File: config.mk
export PLATFORM = sky130hd
export DESIGN_NAME = apb_fsm_controller
export DESIGN_NICKNAME = d
export VERILOG_FILES = /design/src/rtl/ahb2apb_pkg.sv /design/src/rtl/apb_fsm_controller.sv
export SDC_FILE = /design/constraint.sdc
export NUM_CORES = 1
export LEC_CHECK = 0
export CORE_MARGIN = 3
export CORE_UTILIZATION = 44
export CTS_CLUSTER_SIZE = 20
export DETAILED_ROUTE_END_ITERATION = 8
export MAX_ROUTING_LAYER = met4
export PLACE_DENSITY = 0.85
export SYNTH_ARGS = -nofsm -noshare
export SYNTH_HDL_FRONTEND = slang
export SYNTH_SLANG_ARGS = --single-unit
File: constraint.sdc
create_clock -name Hclk -period 5.7 [get_ports Hclk]
set_clock_uncertainty 0.1 [all_clocks]
set_input_delay 1.425 -clock Hclk [delete_from_list [all_inputs] [get_ports Hclk]]
set_output_delay 1.425 -clock Hclk [all_outputs]
set_load 0.03 [all_outputs]
File: src/rtl/ahb2apb_pkg.sv
// Shared definitions for the AHB-to-APB bridge controller: FSM state
// encodings, APB select encodings and the bridge address map.
package ahb2apb_pkg;

    // FSM state encodings (3-bit, legacy-compatible constants)
    localparam logic [2:0] ST_IDLE    = 3'd0;
    localparam logic [2:0] ST_READ    = 3'd1;
    localparam logic [2:0] ST_RENABLE = 3'd2;
    localparam logic [2:0] ST_WWAIT   = 3'd3;
    localparam logic [2:0] ST_WRITE   = 3'd4;
    localparam logic [2:0] ST_WENABLE = 3'd5;

    // One-hot APB peripheral selects
    localparam logic [2:0] PSEL_NONE = 3'b000;
    localparam logic [2:0] PSEL_S0   = 3'b001;
    localparam logic [2:0] PSEL_S1   = 3'b010;
    localparam logic [2:0] PSEL_S2   = 3'b100;

    // Bridge address map: three 64 MB peripheral windows, MAP_END is exclusive
    localparam logic [31:0] MAP_S0_BASE = 32'h8000_0000;
    localparam logic [31:0] MAP_S1_BASE = 32'h8400_0000;
    localparam logic [31:0] MAP_S2_BASE = 32'h8800_0000;
    localparam logic [31:0] MAP_END     = 32'h8C00_0000;

    // Reference decode of an address into its one-hot peripheral select
    function automatic logic [2:0] decode_sel(input logic [31:0] addr);
        logic [2:0] sel;
        sel = PSEL_NONE;
        if (addr >= MAP_S0_BASE && addr < MAP_S1_BASE)
            sel = PSEL_S0;
        else if (addr >= MAP_S1_BASE && addr < MAP_S2_BASE)
            sel = PSEL_S1;
        else if (addr >= MAP_S2_BASE && addr < MAP_END)
            sel = PSEL_S2;
        return sel;
    endfunction

endpackage

File: src/rtl/apb_fsm_controller.sv
// AHB-to-APB bridge FSM: turns qualified AHB transfers into APB setup and
// access phases, stalling the AHB data phase through Hreadyout.
// Optional feature macro: APB_PREADY_EN adds the Pready input so slaves can
// stretch the access phase; without it every access phase is one cycle.
//
// Handshake: a transfer is taken when valid is high on a rising edge while
// the FSM is in IDLE or in a completing access phase (RENABLE/WENABLE with
// Pready high when present). Hreadyout low tells the master to hold its
// address/data; valid seen in READ, WWAIT or WRITE is ignored.
module apb_fsm_controller
    import ahb2apb_pkg::*;
(
    input  logic        Hclk,
    input  logic        Hresetn,
    input  logic        valid,
    input  logic        Hwrite,
    input  logic [31:0] Haddr,
    input  logic [31:0] Hwdata,
    input  logic [2:0]  tempselx,
`ifdef APB_PREADY_EN
    input  logic        Pready,
`endif
    output logic [31:0] Paddr,
    output logic [31:0] Pwdata,
    output logic        Pwrite,
    output logic [2:0]  Pselx,
    output logic        Penable,
    output logic        Hreadyout,
    output logic [2:0]  o_dbg_state
);

    logic [2:0]  r_state;
    logic [2:0]  w_next_state;
    logic        w_hold;
    logic [31:0] r_paddr;
    logic [31:0] r_pwdata;
    logic        r_pwrite;
    logic [2:0]  r_pselx;
    logic [2:0]  r_selx_q;
    logic        r_penable;
    logic        r_hreadyout;

`ifdef APB_PREADY_EN
    logic w_in_access;
    assign w_in_access = (r_state == ST_RENABLE) || (r_state == ST_WENABLE);
    // A slave not ready in the access phase freezes the whole controller
    assign w_hold      = w_in_access && !Pready;
    // Master sees the slave's ready directly while the access phase runs
    assign Hreadyout   = w_in_access ? Pready : r_hreadyout;
`else
    assign w_hold      = 1'b0;
    assign Hreadyout   = r_hreadyout;
`endif

    assign Paddr       = r_paddr;
    assign Pwdata      = r_pwdata;
    assign Pwrite      = r_pwrite;
    assign Pselx       = r_pselx;
    assign Penable     = r_penable;
    assign o_dbg_state = r_state;

    // Next-state decode; IDLE and both enable states share the request exits
    always_comb begin
        w_next_state = r_state;
        case (r_state)
            ST_READ:  w_next_state = ST_RENABLE;
            ST_WWAIT: w_next_state = ST_WRITE;
            ST_WRITE: w_next_state = ST_WENABLE;
            default: begin
                if (!w_hold) begin
                    if (valid && !Hwrite)
                        w_next_state = ST_READ;
                    else if (valid && Hwrite)
                        w_next_state = ST_WWAIT;
                    else
                        w_next_state = ST_IDLE;
                end
            end
        endcase
    end

    // State register
    always_ff @(posedge Hclk or negedge Hresetn) begin
        if (!Hresetn)
            r_state <= ST_IDLE;
        else
            r_state <= w_next_state;
    end

    // Output registers, loaded according to the state being entered
    always_ff @(posedge Hclk or negedge Hresetn) begin
        if (!Hresetn) begin
            r_paddr     <= '0;
            r_pwdata    <= '0;
            r_pwrite    <= 1'b0;
            r_pselx     <= PSEL_NONE;
            r_selx_q    <= PSEL_NONE;
            r_penable   <= 1'b0;
            r_hreadyout <= 1'b1;
        end else if (!w_hold) begin
            case (w_next_state)
                ST_READ: begin
                    r_paddr     <= Haddr;
                    r_pselx     <= tempselx;
                    r_pwrite    <= 1'b0;
                    r_penable   <= 1'b0;
                    r_hreadyout <= 1'b0;
                end
                ST_WWAIT: begin
                    // Select is parked until write data arrives next cycle
                    r_paddr     <= Haddr;
                    r_selx_q    <= tempselx;
                    r_pwrite    <= 1'b1;
                    r_pselx     <= PSEL_NONE;
                    r_penable   <= 1'b0;
                    r_hreadyout <= 1'b0;
                end
                ST_WRITE: begin
                    r_pwdata    <= Hwdata;
                    r_pselx     <= r_selx_q;
                    r_penable   <= 1'b0;
                    r_hreadyout <= 1'b0;
                end
                ST_RENABLE, ST_WENABLE: begin
                    r_penable   <= 1'b1;
                    r_hreadyout <= 1'b1;
                end
                default: begin
                    r_pselx     <= PSEL_NONE;
                    r_penable   <= 1'b0;
                    r_hreadyout <= 1'b1;
                end
            endcase
        end
    end

endmodule

==> results of run 1 <==
==> placed cells by master, fill, tap and decap left out, types with 4 or more instances in the layout <==
cell	instances
a31oi_1	5
clkbuf_8	10
clkdlybuf4s50_1	142
dfrtp_1	75
mux2_2	6
mux2_4	30
nand2_1	101
nand4_1	4
==> power by group through the flow <==
stage	clock [µW]	sequential (µW)	combinational, µW
2_1_floorplan	0	1460	520
3_3_place_gp	0	968	1630
3_5_place_dp	0	986	1660
4_1_cts	503	980	1670
5_1_grt	529	1010	1740
6_report	495	978	1650
==> cell usage after synthesis <==
master,n
nand2b_1,2
nor2b_1,1
and3b_1,1
nand3b_1,1
nand4_1,4
mux2_4,30
a21o_1,1
xnor2_1,1
nand3_4,1
a21oi_1,1
a211oi_1,1
dfstp_2,1
nand2_1,101
nor3_1,3
or2_2,1
dfrtp_1,75
clkbuf_1,5
buf_6,2
buf_2,3
buf_12,3
inv_1,2
clkbuf_2,1
or3b_1,1
a31oi_1,5
buf_4,1
mux2_2,6
==> stage by stage <==
stage / hold WS (ns) / cells / setup WS [ns]
floorplan: 0.379 / 254 / 3.13
detailed placement: 0.362 / 477 / 2.30
CTS: 0.380 / 493 / 2.59
global placement: 0.357 / 477 / 2.38
finish: 0.376 / 493 / 2.60
global route: 0.408 / 493 / 2.54
==> per-layer routing <==
layer	global-route usage, %	share of wire, %
met1	25.6	45
met2	31.5	49
met3	5.51	6.0
met4	5.61	0.49
met5	-	0
==> cell type report <==
cell class                 instances  share of cell area (%)
sequential                        76                    39.8
timing repair buffer             145                    30.2
multi-input combinational        161                    22.3
clock buffer                      12                    3.04
tap                               93                    2.44
clock inverter                     4                    2.04
inverter                           2                   0.157
==> how the worst max path moves through the flow <==
stage | slack [ns] | cells after the start | startpoint | end
final | 2.60 | 1 | o_dbg_state[0]$_DFF_PN0_ | o_dbg_state[0]
after global routing | 2.54 | 1 | o_dbg_state[2]$_DFF_PN0_ | o_dbg_state[2]
after CTS | 2.59 | 1 | o_dbg_state[2]$_DFF_PN0_ | o_dbg_state[2]
after detailed placement | 2.30 | 3 | valid | Paddr[24]$_DFFE_PN0P_
after global placement | 2.38 | 3 | valid | Paddr[19]$_DFFE_PN0P_
after floorplan | 3.13 | 4 | valid | Paddr[0]$_DFFE_PN0P_
==> cells by family after synthesis <==
group	count (synthesis)
AOI/OAI and AO/OA	8
xor gates and xnor gates	1
buffers and inverters	17
DFF	76
muxes	36
and+or+nand+nor	116
==> state kept, by name, indices dropped and copies added, names as in the netlist <==
name,cells
Pwrite,1
o_dbg_state,3
Penable,1
Pselx,3
r_selx_q,3
Hreadyout,1
Pwdata,32
Paddr,32
==> impl_metrics.py, run 1 <==
metrics = {
    "routing": {
        "vias_per_cell": 4.71,
        "ant_nets": 0,
        "drtPass1Iterations": 4,
        "vias": 2324,
        "route.detailed.drc": 0,
        "route.detailed.wl_per_inst_um": 15.7,
        "drtIter0Drc": 65,
        "wl_um": 7740,
    },
    "logic_synthesis": {
        "ys.warnings.count": 0,
        "synth_xor_area_share_pct": 0.282,
        "synthMuxAreaShare_pct": 16.7,
        "synth_top_family_by_area": "multiplexers",
        "yosysTopAreaCell": "dfrtp_1",
        "avgSynthCellArea_um2": 12.2,
        "syn_area_um2": 3100,
        "synthAdderAreaFrac_pct": 0,
        "synth_seq_cells": 76,
        "synth_compound_area_share_pct": 1.65,
        "synth_area_leaders": "dfrtp_1 60%, mux2_4 15%, nand2_1 12%",
        "yosys.area_share.simple_pct": 15.7,
        "seq_area_frac_synth_pct": 61.3,
        "yosys.cell_types.count": 26,
        "synthesis.nets": 325,
        "synthCells": 254,
        "synth_top_area_share_pct": 60.5,
    },
    "global_routing": {
        "track_usage_pct": 20.0,
        "gr-total-overflow": 0,
        "grt_pass1_wl_um": 12500,
        "grt_pass1_vias": 2444,
        "grt_max_degree": 77,
        "antenna_found_initial": 0,
    },
    "finish": {
        "fin_util_pct": 72.4,
        "diodes": 0,
        "nets": 466,
        "multi_input_area_um2": 1060,
        "design_area_um2": 4780,
        "syn2layout_area_growth_pct": 53.9,
        "drive_above_1_share_pct": 14.0,
        "n_fill_cell": 498,
        "regArea_um2": 1900,
    },
    "clocking": {
        "cts.sinks": 76,
        "cts_buffers": 9,
        "htreeDepth": 3,
        "cts_setup_buffers": 0,
        "worstSkewPairLatency_ns": 0.33,
        "cts_tree": "yes",
        "clk_pin_slew_ns": 0.07,
        "clock_path_buffers": 2,
        "cts-resized-gates": 0,
        "clockRootBuffer": "clkbuf_8",
        "postCtsHoldBufs": 0,
    },
    "sta": {
        "maxSlewViolCount": 0,
        "fin_crit_ns": 3.10,
        "post-route-period-util_pct": 54.4,
        "setup_tns_ns": 0,
        "worstMarginPinSlew_ns": 0.953,
        "hold_viol": 0,
        "rsz0062_at_grt": "no",
        "relSlewSlack_pct": 36.4,
        "finalSetupViolations": 0,
        "fmax_mhz": 322,
    },
    "critical_path": {
        "r2r_start": "o_dbg_state[2]$_DFF_PN0_",
        "cpPeakStageDelay_ns": 0.75,
        "crit_buf_inv": 1,
        "r2r-end": "Paddr[15]$_DFFE_PN0P_",
        "cp_max_fo": 8,
        "worstSetupPathType": "reg -> out",
        "r2r_slack_ns": 3.50,
        "cpMaxStageDelayCell": "clkdlybuf4s50_1",
        "r2r_cells": 3,
        "crit_path_end_kind": "primary output",
        "cp.required_ns": 4.18,
        "path_cells": "clkdlybuf4s50_1",
        "arrival_ns": 1.58,
        "crit_family": "buffers and inverters",
        "startpoint_type": "flip-flop",
    },
    "pwr": {
        "p_per_area_nw_per_um2": 653,
        "switching_share_pct": 40.2,
        "power.leakage_uw": 0.00223,
        "power_frac_seq_pct": 31.4,
        "internal_power_uw": 1870,
        "power_frac_clock_pct": 15.9,
        "p_sw_uw": 1250,
        "total_power_uw": 3120,
        "comb_power_share_pct": 52.8,
        "ir_drop_mv": 0.372,
    },
    "placed_design": {
        "hpwlAfterDp_um": 5440,
        "io_buffers": 143,
        "place_congestion": 0.782,
        "postPlaceCellArea_um2": 4540,
    },
    "floorplanning": {
        "start_util_pct": 47.0,
        "coreArea_um2": 6600,
        "pin_count": 144,
        "rows": 29,
        "chipHeight_um": 90.0,
        "die_area_um2": 8100,
        "die_width_um": 90.0,
    },
    "run_status": {
        "outcome": "finished, final reports clean",
    },
    "min_path": {
        "min_path_type": "reg -> reg",
        "whs_endpoint": "Pwdata[24]$_DFFE_PN0N_",
        "min_path_cells": 2,
        "hold_start": "Pwdata[24]$_DFFE_PN0N_",
    },
    "flow_run": {
        "maxCapViolCount": 0,
    },
}
(Power assumes the default switching activity.)
==> run 2: changes to the inputs <==
Settings changed: CORE_UTILIZATION 44 to 41, PLACE_DENSITY 0.85 to 0.8.
Clock period 5.7 ns to 2.9 ns, I/O delays scaled along.
==> impl_metrics.py, run 2 (synthesis gave the netlist of run 1 again) <==
metrics = {
    "critical_path": {
        "path_cells": "clkdlybuf4s50_1",
        "crit_buf_inv": 1,
        "startpoint_type": "flip-flop",
        "cpPeakStageDelay_ns": 0.77,
        "cpMaxStageDelayCell": "clkdlybuf4s50_1",
        "cp.required_ns": 2.08,
        "worstSetupPathType": "reg -> out",
        "crit_family": "buffers and inverters",
        "crit_path_end_kind": "primary output",
        "cp_max_fo": 9,
        "arrival_ns": 1.58,
    },
    "finish": {
        "diodes": 0,
        "drive_above_1_share_pct": 14.3,
        "syn2layout_area_growth_pct": 53.6,
        "mostFrequentLayoutCells": "142 x clkdlybuf4s50_1, 101 x nand2_1, 75 x dfrtp_1",
        "final_common_cell": "clkdlybuf4s50_1",
        "fin_util_pct": 65.4,
        "n_fill_cell": 580,
        "nets": 466,
    },
    "placed_design": {
        "dpl_worst_slack_ns": 0.228,
        "place_congestion": 0.770,
        "hpwlAfterDp_um": 5500,
        "io_buffers": 143,
    },
    "routing": {
        "wl_um": 7520,
        "drtIter0Drc": 55,
        "route.detailed.wl_per_inst_um": 15.1,
        "drtPass1Iterations": 4,
        "ant_nets": 0,
        "route.detailed.drc": 0,
        "vias": 2337,
        "vias_per_cell": 4.69,
    },
    "floorplanning": {
        "coreArea_um2": 7290,
        "rows": 31,
        "pin_count": 144,
        "die_width_um": 93.0,
        "die_area_um2": 8650,
        "chipHeight_um": 93.0,
        "start_util_pct": 42.6,
    },
    "sta": {
        "rsz0062_at_grt": "no",
        "relSlewSlack_pct": 38.4,
        "maxSlewViolCount": 0,
        "post-route-period-util_pct": 83.0,
        "hold_viol": 0,
        "worstMarginPinSlew_ns": 0.924,
        "fmax_mhz": 416,
        "hold_slack_ns": 0.373,
        "finalSetupViolations": 0,
        "fin_crit_ns": 2.41,
        "setup_slack_ns": 0.493,
        "setup_tns_ns": 0,
    },
    "clocking": {
        "cts-resized-gates": 0,
        "cts_tree": "yes",
        "clk_pin_slew_ns": 0.07,
        "clock_path_buffers": 2,
        "postCtsHoldBufs": 0,
        "cts.sinks": 76,
        "clockRootBuffer": "clkbuf_8",
        "htreeDepth": 3,
        "cts_setup_buffers": 0,
        "worstSkewPairLatency_ns": 0.32,
        "cts_buffers": 9,
    },
    "pwr": {
        "power.leakage_uw": 0.00222,
        "total_power_uw": 6050,
        "p_per_area_nw_per_um2": 1270,
        "ir_drop_mv": 0.766,
    },
    "global_routing": {
        "grt_max_degree": 77,
        "grt_pass1_vias": 2427,
        "antenna_found_initial": 0,
        "gr-total-overflow": 0,
        "track_usage_pct": 18.6,
        "grt_pass1_wl_um": 12300,
    },
    "run_status": {
        "outcome": "finished, final reports clean",
    },
    "flow_run": {
        "maxCapViolCount": 0,
    },
    "min_path": {
        "min_path_type": "reg -> reg",
    },
}
[run 2: path summary, 6_finish.rpt]
check / from / end / slack, ns / cells after the start
worst max-delay path: o_dbg_state[1]$_DFF_PN0_ / o_dbg_state[1] / 0.49 / 1
worst min-delay path: Pwdata[29]$_DFFE_PN0N_ / Pwdata[29]$_DFFE_PN0N_ / 0.37 / 2
worst max register to register: o_dbg_state[1]$_DFF_PN0_ / Paddr[16]$_DFFE_PN0P_ / 0.68 / 3
worst min register to register: Pwdata[29]$_DFFE_PN0N_ / Pwdata[29]$_DFFE_PN0N_ / 0.37 / 2
max in group asynchronous: Hresetn / Pwdata[31]$_DFFE_PN0N_ / 1.67 / 1
min in group asynchronous: Hresetn / Paddr[6]$_DFFE_PN0P_ / 0.41 / 1
[run 2: layer usage]
| metal | vias up | share of wire (%) | routed length (µm) | GRT usage (%) |
|---|---|---|---|---|
| met3 | 11 | 5.8 | 433 | 3.62 |
| met1 | 1133 | 44 | 3290 | 23.8 |
| met5 | - | 0 | 0 | - |
| met4 | 0 | 1.5 | 114 | 5.98 |
| met2 | 90 | 49 | 3680 | 30.1 |
| li1 | 1103 | - | - | - |
[run 2: worst reg2reg max path: cells and delay by family (launching register included)]
family,cells,cell delay [ns]
AND/OR/NAND/NOR,2,1.11
flip-flops,1,0.47
multiplexers,1,0.42
[run 2: per-stage QoR]
| stage | std cells | instance area, µm² |
|---|---|---|
| 2_1_floorplan | 254 | 3100 |
| 3_3_place_gp | 483 | 4540 |
| 3_5_place_dp | 483 | 4540 |
| 4_1_cts | 498 | 4770 |
| 5_1_grt | 498 | 4770 |
| 6_report | 498 | 4770 |
[run 2: area by class of cell]
type / instances / area [µm²] / share of cell area, %
Tap cell: 99 / 124 / 2.60
Sequential cell: 76 / 1900 / 39.9
Inverter: 2 / 7.51 / 0.157
Timing Repair Buffer: 145 / 1440 / 30.3
Multi-Input combinational cell: 161 / 1060 / 22.3
Clock buffer: 11 / 151 / 3.18
Clock inverter: 4 / 72.6 / 1.52
[run 2: power by group]
| part | internal (µW) | switching, µW | total (µW) |
|---|---|---|---|
| combinational | 1480 | 1760 | 3240 |
| clock | 526 | 373 | 898 |
| sequential | 1600 | 320 | 1920 |
==> run 3: changes to the inputs <==
Clock period 2.9 ns to 2.3 ns, I/O delays scaled along.
==> impl_metrics.py, run 3 (synthesis gave the netlist of run 1 again) <==
metrics = {
    "routing": {
        "route.detailed.wl_per_inst_um": 14.8,
        "drtIter0Drc": 82,
        "drtPass1Iterations": 6,
        "vias": 2320,
        "vias_per_cell": 4.61,
        "route.detailed.drc": 0,
        "wl_um": 7450,
        "ant_nets": 0,
    },
    "clocking": {
        "cts_buffers": 9,
        "clockRootBuffer": "clkbuf_8",
        "cts_tree": "yes",
        "postCtsHoldBufs": 0,
        "clock_path_buffers": 2,
        "clk_pin_slew_ns": 0.07,
        "cts.sinks": 76,
        "htreeDepth": 3,
        "worstSkewPairLatency_ns": 0.34,
    },
    "floorplanning": {
        "rows": 31,
        "start_util_pct": 42.6,
        "die_width_um": 93.0,
        "coreArea_um2": 7290,
        "die_area_um2": 8650,
        "chipHeight_um": 93.0,
        "pin_count": 144,
    },
    "finish": {
        "diodes": 0,
        "design_area_um2": 4840,
        "drive_above_1_share_pct": 15.3,
        "mostFrequentLayoutCells": "139 x clkdlybuf4s50_1, 101 x nand2_1, 75 x dfrtp_1",
        "syn2layout_area_growth_pct": 55.9,
        "nets": 470,
        "final_common_cell": "clkdlybuf4s50_1",
        "final_cells": 503,
    },
    "global_routing": {
        "gr-total-overflow": 0,
        "track_usage_pct": 18.8,
        "grt_pass1_vias": 2396,
        "grt_max_degree": 40,
        "antenna_found_initial": 0,
        "grt_pass1_wl_um": 12100,
    },
    "critical_path": {
        "crit_path_end_kind": "primary output",
        "r2r-end": "Paddr[14]$_DFFE_PN0P_",
        "cp.required_ns": 1.62,
        "crit_buf_inv": 1,
        "r2r_start": "o_dbg_state[2]$_DFF_PN0_",
        "startpoint_type": "flip-flop",
        "worstSetupPathType": "reg -> out",
        "arrival_ns": 1.54,
        "r2r_cells": 4,
        "r2r_slack_ns": 0.28,
        "cp_max_fo": 1,
        "path_cells": "clkdlybuf4s50_1",
        "cpMaxStageDelayCell": "clkdlybuf4s50_1",
        "cpPeakStageDelay_ns": 0.68,
        "crit_family": "buffers and inverters",
    },
    "placed_design": {
        "postPlaceCellArea_um2": 4600,
        "hpwlAfterDp_um": 5410,
        "dp.cells": 487,
        "io_buffers": 143,
        "place_congestion": 0.742,
    },
    "flow_run": {
        "maxCapViolCount": 0,
    },
    "pwr": {
        "total_power_uw": 7680,
        "p_per_area_nw_per_um2": 1590,
        "power.leakage_uw": 0.00230,
        "ir_drop_mv": 0.871,
    },
    "sta": {
        "rsz0062_at_grt": "no",
        "worstMarginPinSlew_ns": 0.509,
        "post-route-period-util_pct": 96.4,
        "setup_tns_ns": 0,
        "hold_slack_ns": 0.0987,
        "fin_crit_ns": 2.22,
        "fmax_mhz": 451,
        "hold_viol": 0,
        "relSlewSlack_pct": 66.1,
        "maxSlewViolCount": 0,
        "finalSetupViolations": 0,
    },
    "run_status": {
        "outcome": "finished, final reports clean",
    },
    "min_path": {
        "min_path_type": "in -> async",
    },
}
[run 3: power breakdown]
group | internal (µW) | switching (µW)
clock | 697 | 469
combinational | 1880 | 2240
sequential | 2010 | 385
[run 3: through the flow]
stage / worst slack, ns / utilization [%]
floorplan: 0.311 / -
CTS: 0.00880 / 66.3
global route: 0.0260 / 66.4
global placement: 0.281 / 63.1
finish: 0.0823 / 66.4
detailed placement: 0.229 / 63.1
[run 3: worst max-delay path by stage]
| stage | startpoint | cells past startpoint | slack (ns) | endpoint |
|---|---|---|---|---|
| 2_1_floorplan | o_dbg_state[2]$_DFF_PN0_ | 6 | 0.31 | Paddr[0]$_DFFE_PN0P_ |
| 3_3_place_gp | valid | 4 | 0.28 | Paddr[26]$_DFFE_PN0P_ |
| 3_5_place_dp | valid | 4 | 0.23 | Paddr[23]$_DFFE_PN0P_ |
| 4_1_cts | o_dbg_state[0]$_DFF_PN0_ | 1 | 0.009 | o_dbg_state[0] |
| 5_1_grt | Hreadyout$_DFF_PN1_ | 1 | 0.03 | Hreadyout |
| 6_report | Hreadyout$_DFF_PN1_ | 1 | 0.08 | Hreadyout |
[run 3: layout make-up]
| cell class | count | area, µm² |
|---|---|---|
| Clock inverter | 4 | 70.1 |
| Clock buffer | 12 | 165 |
| Tap cell | 99 | 124 |
| Timing Repair Buffer | 149 | 1510 |
| Fill cell | 580 | 2450 |
| Sequential cell | 76 | 1900 |
| Inverter | 2 | 7.51 |
| Multi-Input combinational cell | 161 | 1060 |
[run 3: what timing repair did]
action	4_1_cts	5_1_grt
gates resized for setup	0	3
buffers inserted	0	0
setup endpoints to repair	0	3
[run 3: routing by layer]
metal	global-route usage, %	share of wire (%)
met2	28.9	48
met3	6.28	7.5
met1	24.0	43
met4	5.49	0.97
met5	-	0
